$ cat config.mk
export PLATFORM = sky130hd
export DESIGN_NAME = vga_capture
export DESIGN_NICKNAME = d
export VERILOG_FILES = /design/src/rtl/vga_capture.sv
export SDC_FILE = /design/constraint.sdc
export NUM_CORES = 1
export LEC_CHECK = 0
export BUFFER_PORTS_ARGS = -buffer_cell sky130_fd_sc_hd__buf_2
export CELL_PAD_IN_SITES_DETAIL_PLACEMENT = 2
export CELL_PAD_IN_SITES_GLOBAL_PLACEMENT = 2
export CORE_MARGIN = 3
export CORE_UTILIZATION = 37
export CTS_BUF_LIST = sky130_fd_sc_hd__clkbuf_16
export DETAILED_ROUTE_END_ITERATION = 12
export HOLD_SLACK_MARGIN = 0.06
export PLACE_DENSITY_LB_ADDON = 0.1
export SYNTH_ARGS = -nofsm -noshare
export SYNTH_HDL_FRONTEND = slang
export SYNTH_SLANG_ARGS = --single-unit
$ cat constraint.sdc
create_clock -name I_clk -period 4.31 [get_ports I_clk]
set_clock_uncertainty 0.05 [all_clocks]
set_input_delay 0 -clock I_clk [delete_from_list [all_inputs] [get_ports I_clk]]
set_output_delay 0 -clock I_clk [all_outputs]
set_load 0.01 [all_outputs]
$ cat src/rtl/vga_capture.sv
// vga_capture: receive side of the VGA timing/pixel path.
// Rebuilds the pixel position from the HS/VS syncs and checks line and frame timing.
// A lock state machine accepts the stream only after clean frames. While locked,
// a rectangular window of each frame is written row-major into a 12-bit frame RAM port.
module vga_capture #(
    parameter int C_H_SYNC_PULSE   = 96,
    parameter int C_H_BACK_PORCH   = 48,
    parameter int C_H_LINE_PERIOD  = 800,
    parameter int C_V_SYNC_PULSE   = 2,
    parameter int C_V_BACK_PORCH   = 33,
    parameter int C_V_FRAME_PERIOD = 525,
    parameter int C_WIN_X          = 256,
    parameter int C_WIN_Y          = 256,
    parameter int C_WIN_W          = 128,
    parameter int C_WIN_H          = 128
) (
    input  logic        I_clk,
    input  logic        I_rst,
    input  logic        I_pix_ce,
    input  logic        I_hs,
    input  logic        I_vs,
    input  logic [3:0]  I_red,
    input  logic [3:0]  I_green,
    input  logic [3:0]  I_blue,
    output logic        O_wr_en,
    output logic [13:0] O_wr_addr,
    output logic [11:0] O_wr_data,
    output logic        O_locked,
    output logic        O_h_err,
    output logic        O_v_err,
    output logic        O_frame_done,
    output logic [11:0] O_line_len
);

    // Window bounds are expressed in the h/v counter space, where 0 is the sync fall.
    localparam logic [11:0] L_H_LO   = 12'(C_H_SYNC_PULSE + C_H_BACK_PORCH + C_WIN_X);
    localparam logic [11:0] L_H_HI   = 12'(C_H_SYNC_PULSE + C_H_BACK_PORCH + C_WIN_X + C_WIN_W - 1);
    localparam logic [11:0] L_V_LO   = 12'(C_V_SYNC_PULSE + C_V_BACK_PORCH + C_WIN_Y);
    localparam logic [11:0] L_V_HI   = 12'(C_V_SYNC_PULSE + C_V_BACK_PORCH + C_WIN_Y + C_WIN_H - 1);
    localparam logic [11:0] L_H_LEN  = 12'(C_H_LINE_PERIOD);
    localparam logic [11:0] L_V_LEN  = 12'(C_V_FRAME_PERIOD);
    localparam logic [11:0] L_V_LEN1 = 12'(C_V_FRAME_PERIOD - 1);
    localparam logic [11:0] L_MAX    = 12'hFFF;
    localparam logic [11:0] L_MAX1   = 12'hFFE;
    localparam logic [13:0] L_LAST   = 14'(C_WIN_W * C_WIN_H - 1);

    typedef enum logic [1:0] {ST_SEARCH, ST_VERIFY, ST_LOCKED} t_state;

    t_state      r_state;
    logic        r_good_cnt;
    logic        r_hs_prev;
    logic        r_vs_prev;
    logic [11:0] r_h_cnt;
    logic [11:0] r_v_cnt;
    logic        r_arm;
    logic        r_h_valid;
    logic        r_v_valid;
    logic        r_cap_en;
    logic [13:0] r_addr;

    logic        w_hs_fall;
    logic        w_vs_fall;
    logic        w_frame_start;
    logic [11:0] w_line_len;
    logic [11:0] w_frame_lines;
    logic [11:0] w_h_next;
    logic [11:0] w_v_next;
    logic        w_h_err;
    logic        w_v_err;
    logic        w_err;
    logic        w_in_win;
    logic        w_cap;
    logic        w_wr;
    logic [13:0] w_addr_cur;

    // Position, edge and error decode for the pixel presented on this ce.
    always_comb begin
        w_hs_fall     = r_hs_prev & ~I_hs;
        w_vs_fall     = r_vs_prev & ~I_vs;
        w_frame_start = w_hs_fall & (r_arm | w_vs_fall);
        w_line_len    = r_h_cnt + 12'd1;
        w_frame_lines = r_v_cnt + 12'd1;

        if (w_hs_fall)
            w_h_next = 12'd0;
        else if (r_h_cnt == L_MAX)
            w_h_next = L_MAX;
        else
            w_h_next = r_h_cnt + 12'd1;

        if (w_frame_start)
            w_v_next = 12'd0;
        else if (w_hs_fall && r_v_cnt != L_MAX)
            w_v_next = r_v_cnt + 12'd1;
        else
            w_v_next = r_v_cnt;

        // Saturation is flagged once, on the step into 4095.
        w_h_err = (!w_hs_fall && r_h_cnt == L_MAX1)
               || (w_hs_fall && r_h_valid && w_line_len != L_H_LEN);
        w_v_err = (w_hs_fall && !w_frame_start && r_v_cnt == L_MAX1)
               || (w_frame_start && r_v_valid
                   && w_frame_lines != L_V_LEN && w_frame_lines != L_V_LEN1);
        w_err   = w_h_err | w_v_err;

        w_in_win = (w_h_next >= L_H_LO) && (w_h_next <= L_H_HI)
                && (w_v_next >= L_V_LO) && (w_v_next <= L_V_HI);

        // Capture is decided at frame start from the state the frame began in,
        // and any timing error kills it on the spot.
        if (w_frame_start)
            w_cap = (r_state == ST_LOCKED) && !w_err;
        else
            w_cap = r_cap_en && !w_err;

        w_wr       = w_cap && w_in_win;
        w_addr_cur = w_frame_start ? 14'd0 : r_addr;
    end

    // Sync sampling, h/v counters, line length and error pulses.
    always_ff @(posedge I_clk or posedge I_rst) begin
        if (I_rst) begin
            r_hs_prev  <= 1'b1;
            r_vs_prev  <= 1'b1;
            r_h_cnt    <= 12'd0;
            r_v_cnt    <= 12'd0;
            r_arm      <= 1'b0;
            r_h_valid  <= 1'b0;
            r_v_valid  <= 1'b0;
            O_line_len <= 12'd0;
            O_h_err    <= 1'b0;
            O_v_err    <= 1'b0;
        end else begin
            O_h_err <= 1'b0;
            O_v_err <= 1'b0;
            if (I_pix_ce) begin
                r_hs_prev <= I_hs;
                r_vs_prev <= I_vs;
                r_h_cnt   <= w_h_next;
                r_v_cnt   <= w_v_next;
                O_h_err   <= w_h_err;
                O_v_err   <= w_v_err;
                if (w_hs_fall)
                    O_line_len <= w_line_len;
                // The line after an error is not judged: its start point is unknown.
                if (w_h_err)
                    r_h_valid <= 1'b0;
                else if (w_hs_fall)
                    r_h_valid <= 1'b1;
                if (w_hs_fall && !w_frame_start && r_v_cnt == L_MAX1)
                    r_v_valid <= 1'b0;
                else if (w_frame_start)
                    r_v_valid <= 1'b1;
                if (w_frame_start)
                    r_arm <= 1'b0;
                else if (w_vs_fall)
                    r_arm <= 1'b1;
            end
        end
    end

    // Lock state machine: SEARCH -> VERIFY -> LOCKED after two clean frames.
    always_ff @(posedge I_clk or posedge I_rst) begin
        if (I_rst) begin
            r_state    <= ST_SEARCH;
            r_good_cnt <= 1'b0;
            O_locked   <= 1'b0;
        end else if (I_pix_ce) begin
            if (w_err) begin
                r_state  <= ST_SEARCH;
                O_locked <= 1'b0;
            end else if (w_frame_start) begin
                case (r_state)
                    ST_SEARCH: begin
                        r_state    <= ST_VERIFY;
                        r_good_cnt <= 1'b0;
                    end
                    ST_VERIFY: begin
                        if (r_good_cnt) begin
                            r_state  <= ST_LOCKED;
                            O_locked <= 1'b1;
                        end else begin
                            r_good_cnt <= 1'b1;
                        end
                    end
                    default: begin
                        r_state  <= ST_LOCKED;
                        O_locked <= 1'b1;
                    end
                endcase
            end
        end
    end

    // Window writes: one registered write per window pixel, stopping after the last one.
    always_ff @(posedge I_clk or posedge I_rst) begin
        if (I_rst) begin
            r_cap_en     <= 1'b0;
            r_addr       <= 14'd0;
            O_wr_en      <= 1'b0;
            O_wr_addr    <= 14'd0;
            O_wr_data    <= 12'd0;
            O_frame_done <= 1'b0;
        end else begin
            O_wr_en      <= 1'b0;
            O_frame_done <= 1'b0;
            if (I_pix_ce) begin
                if (w_wr) begin
                    O_wr_en   <= 1'b1;
                    O_wr_addr <= w_addr_cur;
                    O_wr_data <= {I_red, I_green, I_blue};
                    if (w_addr_cur == L_LAST) begin
                        r_addr       <= 14'd0;
                        O_frame_done <= 1'b1;
                        r_cap_en     <= 1'b0;
                    end else begin
                        r_addr   <= w_addr_cur + 14'd1;
                        r_cap_en <= w_cap;
                    end
                end else begin
                    r_addr   <= w_addr_cur;
                    r_cap_en <= w_cap;
                end
            end
        end
    end

endmodule

Word-level counts from Yosys, hierarchy flattened
Index checks and enable logic that the tools add are counted.

Add/sub/neg operators: 3. $lt $le $gt $ge: 4. Equal/unequal tests: 12. Mux-type cells: 32. Bitwise operators: 8. Reduce and logical (&&, ||, !) cells: 34.

Operators by type and width (count): two-way mux 12 bit (4); two-way mux 14 bit (3); equality test 12 bit, second input constant (3); != test 12 x 10 -> 1 bit, second input constant (3); adder 12 x 1 -> 12 bit, second input constant (2); >= comparator 12 x 9 -> 1 bit, second input constant (2); two-way mux 1 bit (19); logical AND 1 bit (15); adder 14 x 1 -> 14 bit, second input constant (1); equality test 14 bit, second input constant (1); <= comparator 12 x 10 -> 1 bit, second input constant (1); <= comparator 12 x 9 -> 1 bit, second input constant (1); != test 12 bit, second input constant (1); AND reduction 2 bit (5); nonzero test 2 bit (5); AND reduction 4 bit (2); two-way mux 2 bit (3); one-hot mux 1 bit (2 select lines) (2); one-hot mux 2 bit (2 select lines) (1); AND 1 bit (3); logical NOT 1 bit (3); != test 3 bit, second input constant (1); inverter 1 bit (3); AND reduction 3 bit (1); 6 further kinds (8).

Bits in registers: 90. Bits of input ports: 17. Output and inout port bits: 43. Word-level logic and storage cells: 112.

Depth between registers and ports, before layout
Depth after elaboration: 15. Gate-level depth with buffers: 14.

Worst setup path after synthesis
OpenSTA, ideal clock, no wires.

Path kind: register -> register. From: reg r_hs_prev. To: reg r_addr[11]. Arrival time: 2.830 ns. Required time: 4.130 ns. Slack: 1.300 ns. Cell stages (with the launch flop): 14. Path buffers: 2. Clock period less this slack: 3.010 ns. Path through: dfstp_2 -> nor2b_1 -> buf_2 -> o21ai_1 -> clkbuf_1 -> and2_1 -> ha_1 -> nand4_1 -> nor4b_1 -> nand4_1 -> nor3_1 -> o21ai_0 -> o211ai_1 -> o21ai_0.

RTL lines: from (decl) (line 51) `logic r_hs_prev;`; from (signal assigned) (line 137) `r_hs_prev <= I_hs;`; AND 1 bit * (line 78) `w_hs_fall = r_hs_prev & ~I_hs;`; AND 1 bit * (line 80) `w_frame_start = w_hs_fall & (r_arm | w_vs_fall);`; two-way mux 14 bit * (line 117) `w_addr_cur = w_frame_start ? 14'd0 : r_addr;`; named net w_addr_cur[1] (line 74) `logic [13:0] w_addr_cur;`; adder 14 x 1 -> 14 bit or equality test 14 bit (tied branches) (line 217, 212); two-way mux 14 bit * (line 212) `if (w_addr_cur == L_LAST) begin`; two-way mux 14 bit * (line 208) `if (w_wr) begin`; to (signal assigned) (line 217) `r_addr <= w_addr_cur + 14'd1;`; to (signal assigned) (line 221) `r_addr <= w_addr_cur;`; to (decl) (line 59) `logic [13:0] r_addr;`.

Mark *: on every way through the listed nets, which the timed path passes. The rest lies on a longest branch. A chain may end at the register's enable or synchronous reset.

Worst setup path after layout
Ends and elaborated chain as after synthesis.

==> reports/qor_table.md <==
| Metric | This run | Unit |
| --- | --- | --- |
| Status | complete, no violations | - |
| Final RePlAce weighted congestion | 0.848 | - |
| Rows | 42 | - |
| Number of distinct library cells after synthesis | 68 | - |
| Highest routed metal layer | met4 | - |
| Instance count of the mapped netlist | 544 | - |
| I/O Buffers | 59 | - |
| Worst skew pair latency | 0.35 | ns |
| Remaining number of nets flagged by the antenna check after routing | 0 | - |
| Antenna violations before repair | 0 | - |
| Pins over their slew limit | 0 | - |
| Synth area leader | dfrtp_1 | - |
| Wire length of the first global-routing pass | 26.8 | mm |
| Antenna diode count | 0 | - |
| Commonest non-fill, non-tap cell in the layout | dfrtp_1 | - |
| Metal1 wirelength | 7.40 | mm |
| Clock buffer depth | 2 | - |
| Share of the cycle needed by the critical path after routing | 0.895 | - |
| Area grow syn2layout | 15.1 | % |
| Avg Cell Area, Syn | 9.46 | sq um |
| Count of nets after finishing | 620 | - |
| Area of the die | 15400 | sq um |
| Proportion of netlist area held by the largest area contributor | 0.428 | - |
| Type of element launching the critical path | flip-flop | - |
| Number of hold violations in the final report | 0 | - |
| Net Count, Synth | 568 | - |
| Detail-routed via count per cell | 5.73 | - |
| DR WL met3 | 351 | um |
| Crit path largest cell delay | 0.64 | ns |
| Maximum Capacitance Violations | 0 | - |
| Total length of routed met2 wires | 8.66 | mm |
| Post-DP HPWL | 11.6 | mm |
| Share of flip-flops with an asynchronous set or reset after synthesis | 1.00 | - |
| Critical Path Stages | 13 | - |
| Number of synthesized register bits | 90 | - |
| Post-CTS setup-driven buffer insertion count | 0 | - |
| I/O pins | 60 | - |
| Worst Setup Path Type | flip-flop to flip-flop | - |
| CTS clock-pin slew for the worst setup and hold paths | 0.07 | ns |
| TritonCTS clock tree | built | - |
| Final number of setup-violating endpoints | 0 | - |
| Largest net degree at the start of global routing | 61 | - |
| Total standard cell area after synthesis | 5140 | sq um |
| Floorplan Core Area | 13400 | sq um |
| R2R depth | 13 | - |
| Number of stages on the worst hold path | 2 | - |
| GRT Util Overall | 0.223 | - |
| Req. time, crit path | 4.47 | ns |
| Total vias in the final route | 4444 | - |
| Commonest non-fill, non-tap cells in the layout | 88 x dfrtp_1, 74 x nand2_1, 59 x buf_2 | - |
| Fill cell count | 1497 | - |
| Max_slew headroom | 0.250 | - |
| Die span in y | 124 | um |
| Crit end category | flip-flop | - |
| Dominant cells by area after synthesis | dfrtp_1 43%, nand2_1 5.4%, o21ai_0 3.7%, mux2_4 3.5%, a21oi_1 3.3% | - |
| Slew at the pin closest to its max-slew limit | 1.13 | ns |
| Maximum achievable frequency | 0.259 | GHz |
| Total power divided by cell area | 372 | nW/um^2 |
| H-tree depth reported by CTS | 3 | - |
| Leakage | 2.64 | nW |
| Yosys warning count | 0 | - |
| Number of DRC markers in iteration 0 | 284 | - |
| Cell with the biggest individual delay on the critical path | nor4b_1 | - |
| IR Drop Worst-Case VDD | 0.175 | mV |
| Number of buffers and inverters on the critical path | 2 | - |
| Worst EP arrival | 4.01 | ns |
| Number of flops mapped to enable cells by yosys | 0 | - |
| Gr ovfl total | 0 | - |
| CTS Root Cell | clkbuf_16 | - |
| Critical path's top delay family | simple AND/OR/NAND/NOR gates | - |
| Number of design rule violations left after detail routing | 0 | - |
| Post-synth top flop | dfrtp_1 | - |
| TritonCTS Buffers | 9 | - |
| Cell breakdown of the critical path | nor2b_1 -> buf_4 -> o21a_1 -> buf_4 -> nor2_1 -> ha_1 -> nand4_1 -> nor4b_1 -> nand4_1 -> nor3_2 -> o21ai_0 -> o211ai_1 -> o21ai_0 | - |
| Number of clock sinks | 90 | - |
| Layout Utilization | 0.442 | - |
| Setup repair after global routing missed its margin | no | - |
| Final critical-path required period | 3.86 | ns |
| Die width | 124 | um |
| Initial core utilization | 0.384 | - |
| Number of global-route vias before repair | 4870 | - |
| Routed length per instance | 21.4 | um |
| Setup TNS Final | 0 | ns |
| Peak fanout along the critical path | 13 | - |
| Sequential cell area fraction in the yosys report | 0.438 | - |
| DRT Pass-1 Iters | 4 | - |
| Min-Delay Path Class | input port to flip-flop | - |
| WL final | 16.6 | mm |
| Ratio of cells with drive above 1 in the final layout | 0.208 | - |
[metal layers]
layer / up-vias / global-route usage
li1: 2088 / -
met1: 2293 / 0.284
met2: 48 / 0.398
met3: 15 / 0.0268
met4: 0 / 0.0609
met5: - / 0
[cell usage after synthesis (7+ instances only)]
master,n
dfrtp_1,88
nand2_1,74
o21ai_0,38
a21oi_1,34
nor2_1,31
nand3_1,26
nand4_1,15
mux2_2,14
nor3_1,14
buf_2,13
clkbuf_1,13
inv_1,13
mux2_4,12
o21ai_1,11
o211ai_1,9
nor4_1,8
ha_1,7
o31ai_1,7
xnor2_1,7
[where the power goes]
part	internal (mW)	total (mW)	switching, mW
combinational	0.159	0.401	0.242
sequential	0.926	1.05	0.122
clock	0.391	0.755	0.364
[cell type report]
type                            count  area, sq um  share of cell area
Sequential cell                    90         2250               0.381
Multi-Input combinational cell    403         2640               0.446
Clock inverter                      6         45.0             0.00761
Clock buffer                        9          225              0.0380
Inverter                           13         50.0             0.00845
Timing Repair Buffer               79          483              0.0816
Tap cell                          176          220              0.0372
[final timing paths]
| check | startpoint | to | slack [ns] |
|---|---|---|---|
| setup / recovery | r_hs_prev$_DFFE_PP1P_ | r_addr[11]$_DFFE_PP0P_ | 0.45 |
| hold / removal | I_pix_ce | r_arm$_DFFE_PP0P_ | 0.16 |
| setup reg to reg | r_hs_prev$_DFFE_PP1P_ | r_addr[11]$_DFFE_PP0P_ | 0.45 |
| hold reg to reg | O_line_len[3]$_DFFE_PP0P_ | O_line_len[3]$_DFFE_PP0P_ | 0.43 |
| max in group asynchronous | I_rst | r_addr[8]$_DFFE_PP0P_ | 2.79 |
| min in group asynchronous | I_rst | O_wr_data[9]$_DFFE_PP0P_ | 0.39 |
[timing repair]
| item | in CTS | in global routing |
|---|---|---|
| hold buffers | 15 | 0 |
| resized for setup | 0 | 1 |
| setup endpoints to repair | 0 | 1 |
| endpoints found under the hold margin | 72 | 0 |
[kinds of logic after synthesis]
| family | synth area share |
|---|---|
| and+or+nand+nor | 0.220 |
| AOI/OAI and AO/OA | 0.184 |
| DFF | 0.438 |
| buffers and inverters | 0.0494 |
| muxes | 0.0698 |
| xor gates and xnor gates | 0.0221 |
| adders and majority gates | 0.0170 |
[flip-flops by register name, summed over array words and instances (netlist names), 2 cells and up]
signal and flops:
O_wr_data 12, O_line_len 12, r_v_cnt 12, r_state 2
r_h_cnt 12, O_wr_addr 14, r_addr 14
[stage by stage]
stage	total power [mW]	setup slack, ns	std cells	hold WS, ns	area [sq um]
floorplan	1.31	1.30	544	0.0985	5140
global placement	1.43	0.419	746	0.181	5490
detailed placement	1.46	0.442	746	0.187	5490
CTS	2.22	0.360	776	0.150	5910
global route	2.32	0.151	776	0.197	5920
finish	2.20	0.454	776	0.159	5920
Note: power is estimated with default switching activity, not from simulation.
